[src/rtl/dmi_arbiter.sv]
// -----------------------------------------------------------------------------
// dmi_arbiter
//
// Round-robin arbiter sharing one debug-module DMI port between several debug
// transports (JTAG DTM, UART bridge, harness driver). One transaction is in
// flight at a time: a request is accepted from the winning requester, forwarded
// to the debug module, and the single response is routed back to the requester
// that issued it.
//
// Optional feature macro: DMI_ARB_TIMEOUT_EN
//   Defined   : a response watchdog aborts RESP after TimeoutCycles cycles,
//               returns status 2 (failed) to the requester and marks the late
//               target response as stale so it is absorbed later.
//   Undefined : RESP waits indefinitely; TimeoutCycles is unused.
//
// Parameters
//   NumReq          number of requesters (>= 1)
//   TimeoutCycles   response watchdog limit (>= 2), timeout build only
//
// Ports
//   clk_i, rst_i        clock, asynchronous active-high reset
//   req_valid_i/ready_o per-requester request handshake (ready at most one-hot)
//   req_addr/op/data_i  per-requester request fields (7/2/32 bits)
//   resp_valid_o        one-hot response valid towards the granted requester
//   resp_ready_i        per-requester response ready
//   resp_data_o/op_o    response data and status, broadcast to all requesters
//   dmi_req_*           registered request towards the debug module
//   dmi_resp_*          response from the debug module
//   busy_o              high whenever a transaction is in progress
//   grant_id_o          index of the current or most recent grant
// -----------------------------------------------------------------------------
module dmi_arbiter #(
    parameter int unsigned NumReq        = 2,
    parameter int unsigned TimeoutCycles = 1024,
    localparam int unsigned GrantW       = (NumReq > 1) ? $clog2(NumReq) : 1
) (
    input  logic                   clk_i,
    input  logic                   rst_i,

    input  logic [NumReq-1:0]      req_valid_i,
    output logic [NumReq-1:0]      req_ready_o,
    input  logic [NumReq-1:0][6:0] req_addr_i,
    input  logic [NumReq-1:0][1:0] req_op_i,
    input  logic [NumReq-1:0][31:0] req_data_i,

    output logic [NumReq-1:0]      resp_valid_o,
    input  logic [NumReq-1:0]      resp_ready_i,
    output logic [31:0]            resp_data_o,
    output logic [1:0]             resp_op_o,

    output logic                   dmi_req_valid_o,
    input  logic                   dmi_req_ready_i,
    output logic [6:0]             dmi_req_addr_o,
    output logic [1:0]             dmi_req_op_o,
    output logic [31:0]            dmi_req_data_o,

    input  logic                   dmi_resp_valid_i,
    output logic                   dmi_resp_ready_o,
    input  logic [31:0]            dmi_resp_data_i,
    input  logic [1:0]             dmi_resp_op_i,

    output logic                   busy_o,
    output logic [GrantW-1:0]      grant_id_o
);

    // Elaboration-time parameter sanity checks.
    if (NumReq < 32'd1) begin : g_bad_numreq
        $error("dmi_arbiter: NumReq must be at least 1");
    end
    if (TimeoutCycles < 32'd2) begin : g_bad_timeout
        $error("dmi_arbiter: TimeoutCycles must be at least 2");
    end

    typedef enum logic [1:0] {
        StIdle    = 2'd0,
        StReq     = 2'd1,
        StResp    = 2'd2,
        StDeliver = 2'd3
    } state_e;

    localparam logic [1:0] OpFailed = 2'd2;

    state_e              state_q, state_d;
    logic [GrantW-1:0]   rr_ptr_q, rr_ptr_d;
    logic [GrantW-1:0]   grant_id_q, grant_id_d;
    logic [6:0]          addr_q, addr_d;
    logic [1:0]          op_q, op_d;
    logic [31:0]         wdata_q, wdata_d;
    logic [31:0]         rdata_q, rdata_d;
    logic [1:0]          rop_q, rop_d;

    logic                win_found_s;
    logic [GrantW-1:0]   win_idx_s;
    logic [NumReq-1:0]   req_ready_s;
    logic [NumReq-1:0]   resp_valid_s;
    logic                dmi_resp_ready_s;
    logic                stale_s;

`ifdef DMI_ARB_TIMEOUT_EN
    logic                stale_q, stale_d;
    logic [31:0]         tmo_cnt_q, tmo_cnt_d;
    logic                tmo_hit_s;

    assign stale_s   = stale_q;
    assign tmo_hit_s = (tmo_cnt_q == (TimeoutCycles - 32'd1));
`else
    assign stale_s   = 1'b0;
`endif

    // Pointer advance after a completed transaction, wrapping after NumReq-1.
    function automatic logic [GrantW-1:0] next_ptr(input logic [GrantW-1:0] id);
        logic [GrantW-1:0] nxt;
        if (32'(id) >= (NumReq - 32'd1)) begin
            nxt = '0;
        end else begin
            nxt = id + GrantW'(1);
        end
        return nxt;
    endfunction

    // Round-robin winner: lowest valid index at or after rr_ptr, else lowest
    // valid index overall (which is then necessarily below rr_ptr, i.e. wrapped).
    always_comb begin
        win_found_s = 1'b0;
        win_idx_s   = '0;
        for (int unsigned j = 0; j < NumReq; j++) begin
            if (!win_found_s && req_valid_i[j] && (j >= 32'(rr_ptr_q))) begin
                win_found_s = 1'b1;
                win_idx_s   = GrantW'(j);
            end else begin
                win_found_s = win_found_s;
            end
        end
        for (int unsigned j = 0; j < NumReq; j++) begin
            if (!win_found_s && req_valid_i[j]) begin
                win_found_s = 1'b1;
                win_idx_s   = GrantW'(j);
            end else begin
                win_found_s = win_found_s;
            end
        end
    end

    // FSM next-state, capture-register updates and handshake strobes.
    always_comb begin
        state_d          = state_q;
        rr_ptr_d         = rr_ptr_q;
        grant_id_d       = grant_id_q;
        addr_d           = addr_q;
        op_d             = op_q;
        wdata_d          = wdata_q;
        rdata_d          = rdata_q;
        rop_d            = rop_q;
        req_ready_s      = '0;
        dmi_resp_ready_s = 1'b0;
`ifdef DMI_ARB_TIMEOUT_EN
        stale_d          = stale_q;
        tmo_cnt_d        = tmo_cnt_q;
`endif

        case (state_q)
            StIdle: begin
                if (stale_s) begin
                    // A timed-out response may still arrive: swallow it before
                    // any new grant so it cannot be matched to a new request.
                    dmi_resp_ready_s = 1'b1;
`ifdef DMI_ARB_TIMEOUT_EN
                    if (dmi_resp_valid_i) begin
                        stale_d = 1'b0;
                    end else begin
                        stale_d = stale_q;
                    end
`endif
                end else if (win_found_s) begin
                    // The winner has valid high, so raising its ready completes
                    // the handshake in this cycle.
                    req_ready_s[win_idx_s] = 1'b1;
                    grant_id_d             = win_idx_s;
                    addr_d                 = req_addr_i[win_idx_s];
                    op_d                   = req_op_i[win_idx_s];
                    wdata_d                = req_data_i[win_idx_s];
                    state_d                = StReq;
                end else begin
                    state_d = StIdle;
                end
            end

            StReq: begin
                if (dmi_req_ready_i) begin
                    state_d = StResp;
`ifdef DMI_ARB_TIMEOUT_EN
                    tmo_cnt_d = 32'd0;
`endif
                end else begin
                    state_d = StReq;
                end
            end

            StResp: begin
                dmi_resp_ready_s = 1'b1;
                // A response in the timeout cycle takes priority over the abort.
                if (dmi_resp_valid_i) begin
                    rdata_d = dmi_resp_data_i;
                    rop_d   = dmi_resp_op_i;
                    state_d = StDeliver;
`ifdef DMI_ARB_TIMEOUT_EN
                end else if (tmo_hit_s) begin
                    rdata_d = 32'h0000_0000;
                    rop_d   = OpFailed;
                    stale_d = 1'b1;
                    state_d = StDeliver;
                end else begin
                    tmo_cnt_d = tmo_cnt_q + 32'd1;
                    state_d   = StResp;
                end
`else
                end else begin
                    state_d = StResp;
                end
`endif
            end

            StDeliver: begin
                // Only the granted requester's ready completes the delivery.
                if (resp_ready_i[grant_id_q]) begin
                    rr_ptr_d = next_ptr(grant_id_q);
                    state_d  = StIdle;
                end else begin
                    state_d = StDeliver;
                end
            end

            default: begin
                state_d = StIdle;
            end
        endcase
    end

    // One-hot response valid towards the granted requester while delivering.
    always_comb begin
        resp_valid_s = '0;
        if (state_q == StDeliver) begin
            resp_valid_s[grant_id_q] = 1'b1;
        end else begin
            resp_valid_s = '0;
        end
    end

    // State and capture registers.
    always_ff @(posedge clk_i or posedge rst_i) begin
        if (rst_i) begin
            state_q    <= StIdle;
            rr_ptr_q   <= '0;
            grant_id_q <= '0;
            addr_q     <= 7'h00;
            op_q       <= 2'd0;
            wdata_q    <= 32'h0000_0000;
            rdata_q    <= 32'h0000_0000;
            rop_q      <= 2'd0;
        end else begin
            state_q    <= state_d;
            rr_ptr_q   <= rr_ptr_d;
            grant_id_q <= grant_id_d;
            addr_q     <= addr_d;
            op_q       <= op_d;
            wdata_q    <= wdata_d;
            rdata_q    <= rdata_d;
            rop_q      <= rop_d;
        end
    end

`ifdef DMI_ARB_TIMEOUT_EN
    // Watchdog counter and stale-response flag.
    always_ff @(posedge clk_i or posedge rst_i) begin
        if (rst_i) begin
            stale_q   <= 1'b0;
            tmo_cnt_q <= 32'd0;
        end else begin
            stale_q   <= stale_d;
            tmo_cnt_q <= tmo_cnt_d;
        end
    end
`endif

    assign req_ready_o      = req_ready_s;
    assign resp_valid_o     = resp_valid_s;
    assign resp_data_o      = rdata_q;
    assign resp_op_o        = rop_q;
    assign dmi_req_valid_o  = (state_q == StReq);
    assign dmi_req_addr_o   = addr_q;
    assign dmi_req_op_o     = op_q;
    assign dmi_req_data_o   = wdata_q;
    assign dmi_resp_ready_o = dmi_resp_ready_s;
    assign busy_o           = (state_q != StIdle);
    assign grant_id_o       = grant_id_q;

endmodule

[config.mk]
export PLATFORM = sky130hd
export DESIGN_NAME = dmi_arbiter
export DESIGN_NICKNAME = d
export VERILOG_FILES = /design/src/rtl/dmi_arbiter.sv
export SDC_FILE = /design/constraint.sdc
export NUM_CORES = 1
export LEC_CHECK = 0
export BUFFER_PORTS_ARGS = -buffer_cell sky130_fd_sc_hd__buf_2
export CORE_MARGIN = 2
export CORE_UTILIZATION = 43
export CTS_CLUSTER_SIZE = 40
export DETAILED_ROUTE_END_ITERATION = 8
export PLACE_DENSITY = 0.8
export SYNTH_ARGS = -nofsm -noshare
export SYNTH_HDL_FRONTEND = slang
export SYNTH_SLANG_ARGS = --single-unit
[constraint.sdc]
create_clock -name clk_i -period 2.8 [get_ports clk_i]
set_clock_uncertainty 0.1 [all_clocks]
set_input_delay 0.28 -clock clk_i [delete_from_list [all_inputs] [get_ports clk_i]]
set_output_delay 0.28 -clock clk_i [all_outputs]
set_load 0.05 [all_outputs]
==> flow_summary_export.csv, run 1 <==
group,metric,value,unit
outcome,run_status,"complete, no violations",
clock_network,cts_resized,0,
timing,fmax,432,MHz
logic_synthesis,syn_inst,245,
logic_synthesis,synth_top_family_by_area,"compound AO/OA/AOI/OAI gates",
logic_synthesis,synth_ff_type,"dfrtp_1",
floorplan,start_util,44.4,%
timing,finalCriticalPeriod,2320,ps
clock_network,clockBufferDepth,2,
placed_design,dp_slack,819,ps
floorplan,die_x,93.3,µm
clock_network,postCtsSetupRepairBufs,0,
global_routing,grt_use_total,20.2,%
drt,first_pass_iters,4,
cells_and_area,drive_above_1_share,57.6,%
job,drv_cap,0,
logic_synthesis,synthArstFlopShare,100,%
clock_network,cts.sinks,79,
logic_synthesis,synth.distinct_cells,28,
timing,setup_viol,0,
pwr,p_int,3.47,mW
clock_network,ctsRootBufferMaster,"clkbuf_8",
clock_network,clk_pin_slew,80,ps
logic_synthesis,synth_edf_count,0,
clock_network,insertion_delay,330,ps
setup_path,critPathKind,"flip-flop to output port",
timing,slew_headroom,34.6,%
pwr,power_density,1510,nW/µm²
logic_synthesis,synth_area,3430,µm²
logic_synthesis,postSynthAreaPerCell,14.0,µm²
clock_network,cts_buffers,9,
setup_path,setup.worst_path.start_class,"flip-flop",
timing,finalCritPeriodShare,82.8,%
cells_and_area,nNetsFinal,567,
drt,ant_nets,0,
floorplan,dieArea,8710,µm²
timing,rsz0062_at_grt,"false",
logic_synthesis,yosys_warnings,0,
logic_synthesis,syn-num-nets,369,
drt,wl_per_cell,16.4,µm
timing,worst_slew_pin_slew,979,ps
cells_and_area,syn_to_final_growth,36.9,%
pwr,p_leak,2.40,nW
pwr,vdd.ir_drop.worst,0.620,mV
setup_path,rr_endpoint,"dmi_req_data_o[23]$_DFFE_PP0P_",
logic_synthesis,synth_seq_area_share,57.6,%
setup_path,critPathArrivalTime,1940,ps
logic_synthesis,synth_top_cell_by_area,"dfrtp_1",
global_routing,grt_antenna_before_repair,0,
pwr,switching_power,3.61,mW
global_routing,grt_max_degree,43,
timing,slew_violations,0,
placed_design,io_buffers,206,
setup_path,r2r_cells,4,
pwr,p_clk_share,13.2,%
setup_path,crit_start,"state_q[0]$_DFF_PP0_",
logic_synthesis,synth_compound_area_share,21.8,%
global_routing,first_global_vias,2825,
timing,hold_violations,0,
logic_synthesis,synth_top_area_share,57.6,%
setup_path,endpoint,"req_ready_o[1]",
global_routing,grt_pass1_wl,13700,µm
worst_hold_path,hold_class,"input port to flip-flop",
floorplan,core-area,7730,µm²
logic_synthesis,synthMuxAreaShare,11.4,%
placed_design,dp_hpwl,6560,µm
setup_path,cp-end-kind,"output port",
logic_synthesis,yosys.area_share.adder,0,%
timing,tns,0,ps
floorplan,ios,207,
drt,vias,2927,
pwr,p_comb_share,57.9,%
drt,drt-total-wl,9030,µm
logic_synthesis,synth_seq_cells,79,
logic_synthesis,synth_xor_area_share,0,%
pwr,netSwitchingFraction,51.0,%
logic_synthesis,synthSimpleGateAreaFrac,3.54,%
setup_path,crit_fanout,14,
placed_design,place.gp.congestion,0.757,
clock_network,htreeDepth,3,
timing,worst_slack,483,ps
floorplan,placementRows,32,
logic_synthesis,synthTopCellsByArea,"dfrtp_1 (58%), a221o_1 (12%), mux2_2 (9.2%)",
setup_path,rrSetupSlack,980,ps
drt,route.detailed.drc,0,
pwr,seqPwrFrac,28.8,%
pwr,p_total,7.08,mW
clock_network,cts_tree,"yes",
setup_path,reg2reg_from,"state_q[0]$_DFF_PP0_",
setup_path,crit_required,2420,ps
floorplan,die_y,93.3,µm
global_routing,grt_overflow,0,
drt,drt_iter0_markers,105,
drt,via_per_inst,5.31,
layer usage:
| metal | vias to the layer above | track usage, % | share of wire, % |
|---|---|---|---|
| li1 | 1331 | - | - |
| met1 | 1426 | 25.2 | 39 |
| met2 | 153 | 33.8 | 52 |
| met3 | 17 | 3.30 | 6.8 |
| met4 | 0 | 10.2 | 1.9 |
| met5 | - | 0 | 0 |
critical path: stages (launching register included):
cell and delay, ps:
dfrtp_1 500, nor2_4 190, and3_1 530, buf_2 380
cell type report:
class,count,area [µm²]
Antenna cell,1,2.50
Clock buffer,13,159
Clock inverter,3,65.1
Fill cell,654,3030
Inverter,2,8.76
Multi-Input combinational cell,141,1270
Sequential cell,79,1980
Tap cell,102,128
Timing Repair Buffer,210,1090
power by group through the flow:
| stage | Combinational [mW] | Sequential [mW] | Clock [mW] |
|---|---|---|---|
| 3_3_place_gp | 4.06 | 2.03 | 0 |
| 3_5_place_dp | 4.13 | 2.05 | 0 |
| 4_1_cts | 4.14 | 2.04 | 0.966 |
| 2_1_floorplan | 1.41 | 3.90 | 0 |
| 5_1_grt | 4.31 | 2.10 | 1.00 |
| 6_report | 4.10 | 2.04 | 0.937 |
flip-flops by register name, indices dropped and copies added (netlist names):
register / flops
state_q: 2
grant_id_o: 1
dmi_req_addr_o: 7
resp_data_o: 32
resp_op_o: 2
dmi_req_data_o: 32
rr_ptr_q: 1
dmi_req_op_o: 2
layout by cell type, fill, tap and decap left out, drive strengths merged, types with 3 or more instances in the layout:
master / instances
buf: 209
dfrtp: 79
o21a: 41
a221o: 41
mux2: 34
clkbuf: 13
nor2: 5
nand2: 4
and3: 3
Yosys cell counts (2+ instances only):
master	number
dfrtp_1	79
buf_2	5
nand3_1	2
buf_6	9
and3_1	2
mux2_2	28
a221o_1	41
buf_4	4
o21ai_0	2
clkbuf_1	4
nand2b_1	2
o21a_1	41
nand2_1	3
nor2_1	4
mux2_1	6
how the worst min path moves through the flow:
stage,from,to,slack [ps],depth (start not counted)
floorplan,dmi_resp_data_i[19],resp_data_o[19]$_DFFE_PP0P_,310,1
global placement,rst_i,resp_data_o[30]$_DFFE_PP0P_,300,2
detailed placement,rst_i,resp_data_o[28]$_DFFE_PP0P_,310,2
CTS,dmi_resp_data_i[23],resp_data_o[23]$_DFFE_PP0P_,30,2
global route,dmi_resp_data_i[25],resp_data_o[25]$_DFFE_PP0P_,40,2
finish,dmi_resp_data_i[25],resp_data_o[25]$_DFFE_PP0P_,50,2
timing repair:
action / in CTS / in global routing
hold buffers: 1 / 0
endpoints found under the hold margin: 38 / 0
setup endpoints to repair: 0 / 0
kinds of logic after synthesis:
logic type | count (synthesis)
buffers and inverters | 25
AOI/OAI and AO/OA | 87
DFF | 79
and+or+nand+nor | 19
muxes | 35
through the flow:
| step | hold WS (ps) | area (µm²) | instances | util [%] |
|---|---|---|---|---|
| floorplan | 312 | 3430 | 245 | - |
| global placement | 297 | 4460 | 533 | 57.7 |
| detailed placement | 311 | 4460 | 533 | 57.7 |
| CTS | 31.6 | 4690 | 550 | 60.8 |
| global route | 45.0 | 4690 | 550 | 60.8 |
| finish | 50.4 | 4700 | 551 | 60.8 |
Power figures use the tool's default switching activity.
==> run 2: changes to the inputs <==
--- a/config.mk
+++ b/config.mk
@@ -7,10 +7,10 @@
 export LEC_CHECK = 0
 export BUFFER_PORTS_ARGS = -buffer_cell sky130_fd_sc_hd__buf_2
 export CORE_MARGIN = 2
-export CORE_UTILIZATION = 43
+export CORE_UTILIZATION = 39
 export CTS_CLUSTER_SIZE = 40
 export DETAILED_ROUTE_END_ITERATION = 8
-export PLACE_DENSITY = 0.8
+export PLACE_DENSITY = 0.76
 export SYNTH_ARGS = -nofsm -noshare
 export SYNTH_HDL_FRONTEND = slang
 export SYNTH_SLANG_ARGS = --single-unit
==> constraint.sdc (replaced) <==
create_clock -name clk_i -period 2.1 [get_ports clk_i]
set_clock_uncertainty 0.1 [all_clocks]
set_input_delay 0.21 -clock clk_i [delete_from_list [all_inputs] [get_ports clk_i]]
set_output_delay 0.21 -clock clk_i [all_outputs]
set_load 0.05 [all_outputs]
==> run 2 against run 1 <==
  * Clock-buffer cell count is 4 lower
  * Non-clock buffer count is 94 higher
  * Wire length is 21% higher
  * Combinational power rose by 39%
  * Register-to-register slack worse by 600 ps
  * Critical path depth unchanged
  * Die area increased by 9.8%
==> flow_summary_export.csv, run 2 (same netlist as run 1, synthesis figures left out) <==
group,metric,value,unit
drt,ant_nets,0,
timing,finalCritPeriodShare,97.4,%
global_routing,grt_pass1_wl,17300,µm
worst_hold_path,hold_class,"input port to flip-flop",
timing,fmax,489,MHz
setup_path,critPathKind,"flip-flop to output port",
floorplan,ios,207,
drt,via_per_inst,5.16,
floorplan,dieArea,9570,µm²
clock_network,cts.sinks,79,
floorplan,core-area,8640,µm²
drt,first_pass_iters,4,
floorplan,die_x,97.8,µm
floorplan,placementRows,34,
drt,vias,3364,
timing,setup_viol,0,
cells_and_area,drive_above_1_share,48.7,%
setup_path,crit_fanout,42,
global_routing,grt_max_degree,80,
setup_path,r2r_cells,3,
clock_network,cts_tree,"yes",
pwr,p_leak,2.77,nW
setup_path,rr_endpoint,"resp_data_o[31]$_DFFE_PP0P_",
global_routing,grt_use_met2,42.2,%
setup_path,crit_required,1790,ps
placed_design,place.gp.congestion,0.811,
global_routing,grt_busiest_layer,"met2",
setup_path,rrSetupSlack,380,ps
drt,drt_iter0_markers,121,
setup_path,cp-end-kind,"output port",
timing,rsz0062_at_grt,"true",
floorplan,start_util,39.7,%
setup_path,endpoint,"busy_o",
cells_and_area,layout_common_cells,"buf_2 (204), dlygate4sd3_1 (92), dfrtp_1 (79)",
timing,slew_headroom,35.3,%
clock_network,htreeDepth,3,
pwr,power_density,1700,nW/µm²
timing,slew_violations,0,
placed_design,dp_slack,219,ps
global_routing,grt_antenna_before_repair,2,
drt,drt-total-wl,10900,µm
setup_path,setup.worst_path.start_class,"flip-flop",
setup_path,crit_start,"state_q[0]$_DFF_PP0_",
drt,wl_per_cell,16.8,µm
setup_path,reg2reg_from,"state_q[1]$_DFF_PP0_",
placed_design,place_area,4480,µm²
timing,worst_slew_pin_slew,968,ps
drt,route.detailed.drc,0,
pwr,vdd.ir_drop.worst,1.01,mV
cells_and_area,syn_to_final_growth,63.7,%
global_routing,met3_usage,5.01,%
global_routing,grt_use_total,22.8,%
setup_path,critPathArrivalTime,1740,ps
cells_and_area,fin_area,5620,µm²
clock_network,postCtsSetupRepairBufs,0,
timing,finalCriticalPeriod,2050,ps
cells_and_area,nNetsFinal,662,
global_routing,use_met1,25.1,%
global_routing,first_global_vias,3561,
clock_network,clockBufferDepth,2,
clock_network,clk_pin_slew,80,ps
job,drv_cap,0,
clock_network,cts_buffers,9,
cells_and_area,final_common_cell,"buf_2",
global_routing,grt_overflow,0,
timing,hold_violations,0,
floorplan,die_y,97.8,µm
cells_and_area,filler_cell_count,645,
placed_design,io_buffers,206,
outcome,run_status,"complete, no violations",
clock_network,ctsRootBufferMaster,"clkbuf_8",
clock_network,insertion_delay,340,ps
timing,worst_slack,54.0,ps
placed_design,dp_hpwl,6330,µm
## run 2: cell count changes in the layout (fill, tap and decap cells not counted), sizes merged
cell         previous run  this run
and3                    3         4
buf                   209       210
bufinv                  2         1
clkbuf                 13        11
clkinv                  2         0
clkinvlp                0         4
diode                   1         2
dlygate4sd3             1        92
inv                     1         3
## run 2: stage by stage
| stage | util (%) | cells | hold WS [ps] | power (mW) | setup TNS (ps) |
|---|---|---|---|---|---|
| 2_1_floorplan | - | 245 | 242 | 7.08 | 0 |
| 3_3_place_gp | 51.9 | 542 | 266 | 8.13 | 0 |
| 3_5_place_dp | 51.9 | 542 | 276 | 8.25 | 0 |
| 4_1_cts | 64.9 | 650 | 0.0464 | 9.54 | 0 |
| 5_1_grt | 65.0 | 652 | 1.21 | 10.0 | -54.1 |
| 6_report | 65.0 | 652 | 15.8 | 9.54 | 0 |
## run 2: final cells by class
type	instances	area (µm²)	area share [%]
multi-input combinational	142	1280	22.7
timing repair buffer	304	2010	35.9
tap	108	135	2.41
clock buffer	9	124	2.21
clock inverter	6	70.1	1.25
sequential	79	1980	35.2
antenna	2	5.00	0.0891
inverter	2	13.8	0.245
## run 2: critical path, cell delays in order (launching register included)
cell	delay [ps]
dfrtp_1	570
nor2_4	110
inv_4	340
buf_2	350
## run 2: repair_timing
item	in CTS	in global routing
pin swaps	1	0
hold endpoints to repair	142	0
cloned	1	0
setup endpoints to repair	2	3
resized for setup	1	3
hold buffers	92	0
## run 2: worst min path at each step
stage | depth (start not counted) | startpoint | slack [ps] | end
finish | 2 | req_data_i[25] | 20 | dmi_req_data_o[25]$_DFFE_PP0P_
global route | 2 | req_data_i[25] | 1 | dmi_req_data_o[25]$_DFFE_PP0P_
detailed placement | 3 | rst_i | 280 | resp_data_o[27]$_DFFE_PP0P_
global placement | 3 | rst_i | 270 | rr_ptr_q$_DFFE_PP0P_
CTS | 2 | dmi_resp_data_i[14] | 0.05 | resp_data_o[14]$_DFFE_PP0P_
floorplan | 1 | dmi_resp_data_i[19] | 240 | resp_data_o[19]$_DFFE_PP0P_
## run 2: report_power, final
| group | internal (mW) | switching [mW] | leakage (nW) | total, mW |
|---|---|---|---|---|
| Combinational | 1.74 | 3.96 | 1.73 | 5.70 |
| Sequential | 2.28 | 0.456 | 0.954 | 2.73 |
| Clock | 0.551 | 0.564 | 0.0884 | 1.12 |
## run 2: routing by layer
metal  part of all wire, %  wire (µm)
met4                   3.6        389
met5                     0          0
met2                    54       5860
met1                    37       4080
met3                   5.6        610
==> run 3: changes to the inputs <==
--- a/config.mk
+++ b/config.mk
@@ -5,12 +5,13 @@
 export SDC_FILE = /design/constraint.sdc
 export NUM_CORES = 1
 export LEC_CHECK = 0
+export ABC_AREA = 1
 export BUFFER_PORTS_ARGS = -buffer_cell sky130_fd_sc_hd__buf_2
 export CORE_MARGIN = 2
-export CORE_UTILIZATION = 39
+export CORE_UTILIZATION = 40
 export CTS_CLUSTER_SIZE = 40
 export DETAILED_ROUTE_END_ITERATION = 8
-export PLACE_DENSITY = 0.76
+export PLACE_DENSITY = 0.73
 export SYNTH_ARGS = -nofsm -noshare
 export SYNTH_HDL_FRONTEND = slang
 export SYNTH_SLANG_ARGS = --single-unit
==> run 3 against run 2 <==
  * Wire length shrank 2.7%
  * Sequential share of layout area up 2.6 points
  * Combinational power shrank 5.1%
  * Final cell count rose by 16%
  * Final area down 6.8%
  * First-iteration DRC count rose by 31%
  * Critical endpoint unchanged
==> flow_summary_export.csv, run 3 <==
group,metric,value,unit
clock_network,ctsRootBufferMaster,"clkbuf_8",
clock_network,cts_buffers,9,
pwr,vdd.ir_drop.worst,1.10,mV
floorplan,die_y,99.0,µm
timing,worst_slew_pin_slew,446,ps
clock_network,clockBufferDepth,2,
timing,tns,0,ps
worst_hold_path,hold_class,"input port to flip-flop",
cells_and_area,fin_area,5230,µm²
timing,rsz0062_at_grt,"false",
logic_synthesis,syn_inst,417,
logic_synthesis,postSynthAreaPerCell,8.65,µm²
logic_synthesis,synth.distinct_cells,18,
logic_synthesis,synth_top_area_share,54.8,%
cells_and_area,drive_above_1_share,36.9,%
pwr,power_density,1760,nW/µm²
logic_synthesis,synth_edf_count,0,
clock_network,insertion_delay,340,ps
timing,setup_viol,0,
drt,via_per_inst,5.12,
placed_design,place.gp.congestion,0.838,
pwr,netSwitchingFraction,55.8,%
setup_path,cp-end-kind,"output port",
pwr,p_leak,2.87,nW
cells_and_area,nNetsFinal,767,
setup_path,crit_required,1790,ps
pwr,p_int,4.06,mW
logic_synthesis,synth_ff_type,"dfrtp_1",
placed_design,place_area,4710,µm²
logic_synthesis,synthTopCellsByCount,"nand2_1 (120), nand3_1 (118), dfrtp_1 (79)",
drt,route.detailed.drc,0,
setup_path,max_stage_delay,470,ps
logic_synthesis,synthArstFlopShare,100,%
pwr,switching_power,5.13,mW
global_routing,grt_use_total,21.6,%
timing,finalCriticalPeriod,1920,ps
drt,ant_nets,0,
logic_synthesis,syn-num-nets,541,
floorplan,dieArea,9790,µm²
global_routing,first_global_vias,3704,
placed_design,io_buffers,206,
setup_path,critPathArrivalTime,1610,ps
cells_and_area,layout_common_cells,"buf_2 (205), nand2_1 (120), nand3_1 (118)",
drt,vias,3874,
placed_design,dp_hpwl,7330,µm
clock_network,cts_tree,"yes",
drt,drt_iter0_markers,158,
setup_path,critPathBufInv,3,
setup_path,critPathKind,"flip-flop to output port",
logic_synthesis,synth_top_cell_by_area,"dfrtp_1",
floorplan,start_util,41.4,%
clock_network,postCtsSetupRepairBufs,0,
outcome,run_status,"complete, no violations",
pwr,seqPwrFrac,29.2,%
cells_and_area,syn_to_final_growth,45.1,%
setup_path,crit_fanout,71,
logic_synthesis,synthTopCellsByArea,"dfrtp_1 (55%), nand3_1 (16%), nand2_1 (12%)",
setup_path,slowest_stage,"dfrtp_1",
setup_path,worstPathCellList,"nor2_4, buf_12, inv_1, buf_2",
cells_and_area,final_common_cell,"buf_2",
drt,drt-total-wl,10600,µm
clock_network,htreeDepth,3,
drt,wl_per_cell,14.1,µm
timing,hold_violations,0,
timing,finalCritPeriodShare,91.3,%
global_routing,grt_antenna_before_repair,0,
setup_path,setup.worst_path.start_class,"flip-flop",
floorplan,core-area,8720,µm²
floorplan,die_x,99.0,µm
job,drv_cap,0,
timing,slew_violations,0,
logic_synthesis,yosys_warnings,0,
cells_and_area,antennaDiodeCount,0,
timing,fmax,521,MHz
timing,slew_headroom,70.3,%
clock_network,cts.sinks,79,
logic_synthesis,synth_area,3610,µm²
floorplan,placementRows,34,
logic_synthesis,yosysMostFrequentCell,"nand2_1",
global_routing,grt_pass1_wl,17400,µm
floorplan,ios,207,
pwr,p_total,9.18,mW
timing,worst_hold_slack,17.2,ps
clock_network,clk_pin_slew,90,ps
global_routing,grt_overflow,0,
cells_and_area,filler_cell_count,751,
setup_path,cp_top_family,"buffers and inverters",
global_routing,grt_max_degree,72,
pwr,p_comb_share,58.9,%
logic_synthesis,synth_seq_cells,79,
cells_and_area,final_cells,756,
logic_synthesis,synth_seq_area_share,54.8,%
drt,first_pass_iters,4,
pwr,p_clk_share,11.9,%
placed_design,placed_cells,707,
-- run 3: cell types whose count changed in the layout (fill, tap and decap cells not counted), moves of 3 or more --
cell           previous run  this run
mux2_1                    6         0
nand2_1                   3       120
o21a_1                   41         0
dlygate4sd3_1            92        33
buf_12                    1         4
nand4_1                   1        42
inv_1                     0         9
nand3_1                   2       118
a221o_1                  41         0
mux2_2                   28         0
buf_4                     5         9
-- run 3: what timing repair did --
action                                 in CTS  in global routing
hold buffers                               33                  0
endpoints found under the hold margin      46                  0
resized for setup                           0                  0
-- run 3: worst paths after layout --
check / from / endpoint / slack, ps / depth (start not counted)
setup / recovery: state_q[0]$_DFF_PP0_ / busy_o / 180 / 4
hold / removal: req_data_i[27] / dmi_req_data_o[27]$_DFFE_PP0P_ / 20 / 3
setup reg to reg: state_q[0]$_DFF_PP0_ / dmi_req_addr_o[6]$_DFFE_PP0P_ / 600 / 5
hold reg to reg: resp_data_o[7]$_DFFE_PP0P_ / resp_data_o[7]$_DFFE_PP0P_ / 370 / 2
max in group asynchronous: rst_i / dmi_req_data_o[15]$_DFFE_PP0P_ / 1080 / 4
min in group asynchronous: rst_i / rr_ptr_q$_DFFE_PP0P_ / 310 / 3
-- run 3: cells by family (layout without fill, tap and decap cells) --
family,count (synthesis),count (layout),synth area share [%]
buf+inv,47,278,6.90
compound gates,5,5,0.902
flops,79,79,54.8
simple gates,286,286,37.4
-- run 3: routing by layer --
| layer | up-vias | track usage [%] | routed length, µm |
|---|---|---|---|
| met5 | - | 0 | 0 |
| li1 | 1871 | - | - |
| met3 | 16 | 5.11 | 1040 |
| met4 | 0 | 8.22 | 173 |
| met1 | 1786 | 28.8 | 4470 |
| met2 | 201 | 34.4 | 4960 |
-- run 3: per-stage QoR --
stage	setup WS [ps]	util, %
CTS	166	60.0
detailed placement	535	54.0
finish	182	60.0
global placement	571	54.0
global route	61.5	60.0
floorplan	337	-
-- run 3: tightest hold or removal path, cell delays in order --
cell	delay, ps
buf_2	70
nand3_1	60
nand3_1	80
-- run 3: power by group through the flow --
stage / combinational, mW / clock (mW) / sequential (mW)
finish: 5.41 / 1.09 / 2.69
floorplan: 1.77 / 0 / 5.06
global route: 5.77 / 1.19 / 2.77
CTS: 5.44 / 1.13 / 2.67
detailed placement: 5.40 / 0 / 2.69
global placement: 5.33 / 0 / 2.67
-- run 3: final cells by class --
cell class | instances | area [µm²] | share of cell area (%)
repair buffers | 251 | 1500 | 28.7
clock buffers | 11 | 131 | 2.51
inverters | 11 | 45.0 | 0.861
multi-input cells | 291 | 1380 | 26.4
well taps | 108 | 135 | 2.58
clock inverters | 5 | 58.8 | 1.12
flip-flops and latches | 79 | 1980 | 37.8
